===== src/rtl/tri_lifo.sv =====
// tri_lifo: LIFO stack of Triangle3D entries with registered pop output and optional
// sticky overflow/underflow flags (enabled by defining TRI_LIFO_ERR_EN).
package tri_lifo_pkg;
    typedef struct packed {
        logic [15:0] x;
        logic [15:0] y;
        logic [15:0] z;
    } Vertex3D;

    typedef struct packed {
        Vertex3D a;
        Vertex3D b;
        Vertex3D c;
    } Triangle3D;
endpackage

module tri_lifo
    import tri_lifo_pkg::*;
#(
    parameter int DEPTH    = 8,
    parameter int WIDTH    = $bits(Triangle3D),
    parameter int AF_LEVEL = DEPTH - 1
) (
    input  logic                     clk,
    input  logic                     n_rst,
    input  logic [WIDTH-1:0]         tri_in,
    input  logic                     push,
    input  logic                     pop,
    input  logic                     clear,
    output logic [WIDTH-1:0]         tri_out,
    output logic [WIDTH-1:0]         top,
    output logic [$clog2(DEPTH):0]   count,
    output logic                     empty,
    output logic                     full,
    output logic                     almost_full,
    output logic                     overflow,
    output logic                     underflow
);
    localparam int AW = $clog2(DEPTH);
    localparam int CW = AW + 1;

    if (DEPTH < 2 || DEPTH > 256 || (DEPTH & (DEPTH - 1)) != 0) begin : g_bad_depth
        $error("tri_lifo: DEPTH must be a power of two in 2..256");
    end

    logic [WIDTH-1:0] mem [DEPTH];
    logic [CW-1:0]    cnt;
    logic [AW-1:0]    top_idx;
    logic [AW-1:0]    wr_idx;
    logic [WIDTH-1:0] top_entry;

    assign top_idx     = AW'(cnt - CW'(1));
    assign wr_idx      = AW'(cnt);
    assign top_entry   = mem[top_idx];
    assign count       = cnt;
    assign empty       = cnt == '0;
    assign full        = int'(cnt) == DEPTH;
    assign almost_full = int'(cnt) >= AF_LEVEL;
    assign top         = empty ? '0 : top_entry;

    // Storage is deliberately unreset; only the count decides what is valid.
    always_ff @(posedge clk) begin
        if (!clear) begin
            if (push && !pop && !full)
                mem[wr_idx] <= tri_in;
            else if (push && pop && !empty)
                mem[top_idx] <= tri_in;
        end
    end

    always_ff @(posedge clk or negedge n_rst) begin
        if (!n_rst) begin
            cnt     <= '0;
            tri_out <= '0;
        end else if (clear) begin
            cnt <= '0;
        end else if (push && pop) begin
            tri_out <= empty ? tri_in : top_entry;
        end else if (push && !full) begin
            cnt <= cnt + CW'(1);
        end else if (pop && !empty) begin
            tri_out <= top_entry;
            cnt     <= cnt - CW'(1);
        end
    end

`ifdef TRI_LIFO_ERR_EN
    always_ff @(posedge clk or negedge n_rst) begin
        if (!n_rst) begin
            overflow  <= 1'b0;
            underflow <= 1'b0;
        end else if (clear) begin
            overflow  <= 1'b0;
            underflow <= 1'b0;
        end else begin
            if (push && !pop && full)
                overflow <= 1'b1;
            if (pop && !push && empty)
                underflow <= 1'b1;
        end
    end
`else
    assign overflow  = 1'b0;
    assign underflow = 1'b0;
`endif
endmodule


===== config.mk =====
export PLATFORM = sky130hd
export DESIGN_NAME = tri_lifo
export DESIGN_NICKNAME = d
export VERILOG_FILES = /design/src/rtl/tri_lifo.sv
export SDC_FILE = /design/constraint.sdc
export NUM_CORES = 2
export LEC_CHECK = 0
export CORE_ASPECT_RATIO = 1.5
export CORE_MARGIN = 2
export CORE_UTILIZATION = 35
export DETAILED_ROUTE_END_ITERATION = 16
export SETUP_SLACK_MARGIN = 0.4
export SYNTH_ARGS = -nofsm -noshare
export SYNTH_HDL_FRONTEND = slang
export SYNTH_SLANG_ARGS = --single-unit

===== constraint.sdc =====
create_clock -name clk -period 34.6 [get_ports clk]
set_clock_uncertainty 0.1 [all_clocks]
set_input_delay 3.46 -clock clk [delete_from_list [all_inputs] [get_ports clk]]
set_output_delay 3.46 -clock clk [all_outputs]
set_load 0.05 [all_outputs]

==> run summary <==
## Clocking
* **clock root cell** clkbuf_16
* **hold buffer count at CTS** 0
* **H-tree depth** 4
* **Setup Buffers After CTS** 0
* **clock edge transition at the registers on the reported setup and hold paths** 0.06 ns
* **number of sinks on the clock net** 1300
* **maximum clock insertion buffer count** 3
* **cts bufs inserted** 130
* **clock latency reported for the late side of the worst-skew pair** 0.77 ns
* **total of cells resized after clock tree synthesis** 0
* **CTS tree** built

## Floorplan
* **Top Ports** 446
* **area of the core region** 151000 sq um
* **die extent in y** 481 um
* **total die area** 155000 sq um
* **effective utilization at floorplan** 35.1%
* **Die X** 322 um
* **placement row count** 175

## Setup path
* **cell chain of the critical path** inv_8 > ha_4 > buf_4 > buf_12 > buf_12 > mux2i_1 > nand3_1 > and4_1 > and2_1 > clkdlybuf4s50_1
* **slowest cell on the critical path** dfrtp_4
* **class of the most critical setup path** reg -> out
* **kind of launch point of the worst setup path** register
* **Critical Path RT** 31.04 ns
* **Critical Path Sink Type** primary output
* **dominant delay contributor by cell family on the critical path** buffers and inverters
* **worst-path maximum fanout** 135
* **highest cell delay on the worst timing path** 0.88 ns
* **signal arrival time at the worst endpoint** 7.18 ns
* **register-to-register path setup slack** 28.03 ns
* **cell type with the highest occurrence count on the critical path** buf_12
* **crit path buf inv count** 5

## Layout
* **net total in the final layout** 3868
* **Filler cells** 13500
* **layout overhead on the synthesized area** 20.0%
* **most used cells in the layout excluding fill and tap cells** edfxtp_1 (1152), nand3_1 (583), mux2i_1 (577)
* **area occupied by multi-input gates** 13700 sq um
* **commonest non-fill, non-tap cell in the layout** edfxtp_1
* **Post-Layout Cell Count** 5864
* **Final Instance Area** 63800 sq um
* **area taken by flip-flops and latches** 38300 sq um
* **fraction of layout instances using a drive strength above 1** 6.91%

## Power
* **internal cell power** 3.71 mW
* **Psw** 2.68 mW
* **pwr/cell area** 100 nW/um^2
* **switch share** 41.9%
* **worst ir drop on vdd** 0.120 mV
* **part of the power in registers** 30.3%
* **clock group share of total power** 22.1%
* **Logic pwr share** 47.6%
* **standby leakage power** 22.0 nW

## Logic synthesis
* **Mean Syn Cell Area** 15.8 sq um
* **number of standard cells after synthesis** 3371
* **distinct cell type count of the synthesized netlist** 40
* **netlist area before placement** 53200 sq um
* **number of storage elements in the synthesis netlist** 1300
* **proportion of synthesized chip area in sequential cells** 72.1%
* **Yosys Warn Count** 0

## Drt
* **via density per instance** 5.33
* **violation count after the first detailed-routing iteration** 2217
* **DR WL/cell** 22.9 um
* **ANT nets after route** 0
* **DRC violation count after routing** 0
* **Total Wirelength** 135 mm
* **Pre-Repair DR Iteration Count** 5
* **via count** 31300

## STA
* **max-slew violations** 0
* **final-report setup violation count** 0
* **maximum clock rate** 93.1 MHz
* **worst hold margin** 0.411 ns
* **part of the cycle the worst path needs** 31.1%
* **slew at the pin with the worst max-slew slack** 1.23 ns
* **Hold Fails Final Rpt** 0
* **unrepaired setup endpoints after global routing** false
* **final setup margin** 23.86 ns
* **Relative slew margins** 18.2%
* **Total Neg Setup Slack** 0 ns
* **minimum period implied by the final worst setup slack** 10.74 ns

## Hold path
* **Hold/Removal Path Class** reg -> reg

## Global routing
* **Overflow after GRT** 0
* **number of global-route vias before repair** 31000
* **initial antenna violation count** 13
* **global-route wire length before repair** 199 mm
* **pin count of the biggest net entering global routing** 165
* **GRT Resource Usage Total** 17.1%

## Place
* **setup slack at placement** 24.60 ns
* **Routability Congestion** 0.710
* **estimated wirelength of the detail-placed design** 70.4 mm
* **total placed instance area** 59500 sq um
* **quantity of I/O buffers inserted on ports** 443
* **post-placement cell count** 5620

## Job
* **number of maximum-capacitance violations** 0

## Outcome
* **status** completed

==> Yosys cell counts (all sizes together) <==
master	number	area, sq um
and4	143	1250
and3	147	920
o211ai	1	7.51
nand3b	1	7.51
a21oi	4	20.0
dfrtp	148	3700
inv	6	25.0
a221o	144	1440
nor3	6	30.0
a21boi	1	18.8
o41ai	1	8.76
nand2	5	18.8
nor2b	5	31.3
xnor2	2	25.0
nand4	2	12.5
conb	1	3.75
mux2i	577	5780
nand3	583	2920
clkbuf	146	548
a221oi	1	15.0
nor2	4	38.8
o31ai	2	15.0
o21ai	4	23.8
ha	2	25.0
buf	130	672
and2	144	901
edfxtp	1152	34600
xor2	1	27.5
or3b	1	8.76
mux2	2	22.5
o41a	1	11.3
a21o	4	30.0
==> worst register-to-register path, stage by stage, from the launching register on <==
cell	delay, ns
dfrtp_4	0.88
inv_8	0.36
ha_4	0.35
or3b_4	0.87
buf_4	0.85
inv_4	0.19
o41ai_1	0.88
and3_4	0.88
buf_12	0.74
==> power by group through the flow <==
| stage | Sequential [mW] | Clock (mW) | Combinational, mW |
|---|---|---|---|
| 3_3_place_gp | 1.97 | 0 | 3.05 |
| 3_5_place_dp | 1.97 | 0 | 3.06 |
| 6_report | 1.94 | 1.41 | 3.04 |
| 4_1_cts | 1.94 | 1.45 | 3.07 |
| 5_1_grt | 1.95 | 1.50 | 3.21 |
| 2_1_floorplan | 2.26 | 0 | 1.81 |
==> logic make-up after synthesis <==
kind of cell / synth area share (%)
AO/OA/AOI/OAI: 2.99
XOR/XNOR: 0.0989
adder cells (fa/ha/maj): 0.0471
buffers and inverters: 2.34
flip-flops: 72.1
multiplexers: 10.9
other: 0.00706
AND/OR/NAND/NOR: 11.5
==> path summary, 6_finish.rpt <==
kind | from | to | cells past startpoint
worst max-delay path | count[0] | top[113] | 10
worst min-delay path | tri_out[23] | tri_out[23] | 1
worst min register to register | tri_out[23] | tri_out[23] | 1
max in group asynchronous | n_rst | count[0] | 2
worst max register to register | count[0] | mem[2][121] | 8
min in group asynchronous | n_rst | tri_out[86] | 1
==> per-stage QoR <==
step                util [%]  power, mW
global placement        39.3       5.02
global route            42.1       6.67
finish                  42.1       6.39
CTS                     42.1       6.46
detailed placement      39.3       5.04
floorplan                  -       4.07
==> layout make-up <==
cell class | instances | area share, %
Timing Repair Buffer | 489 | 7.70
Clock inverter | 75 | 1.15
Antenna cell | 6 | 0.0235
Inverter | 6 | 0.0510
Sequential cell | 1300 | 60.1
Clock buffer | 163 | 5.56
Multi-Input combinational cell | 1790 | 21.5
Tap cell | 2035 | 3.99
==> metal layers <==
| layer | track usage [%] | vias up | routed length [um] |
|---|---|---|---|
| li1 | - | 14000 | - |
| met1 | 22.8 | 16200 | 59500 |
| met2 | 28.3 | 911 | 64100 |
| met3 | 3.29 | 182 | 8150 |
| met4 | 5.23 | 8 | 2760 |
| met5 | 0 | - | 47 |
==> registers in the layout (all words and copies together), names as in the netlist <==
signal and count:
tri_out 144, count 4, mem 1152
No activity file was read; power rests on OpenSTA's default activity.
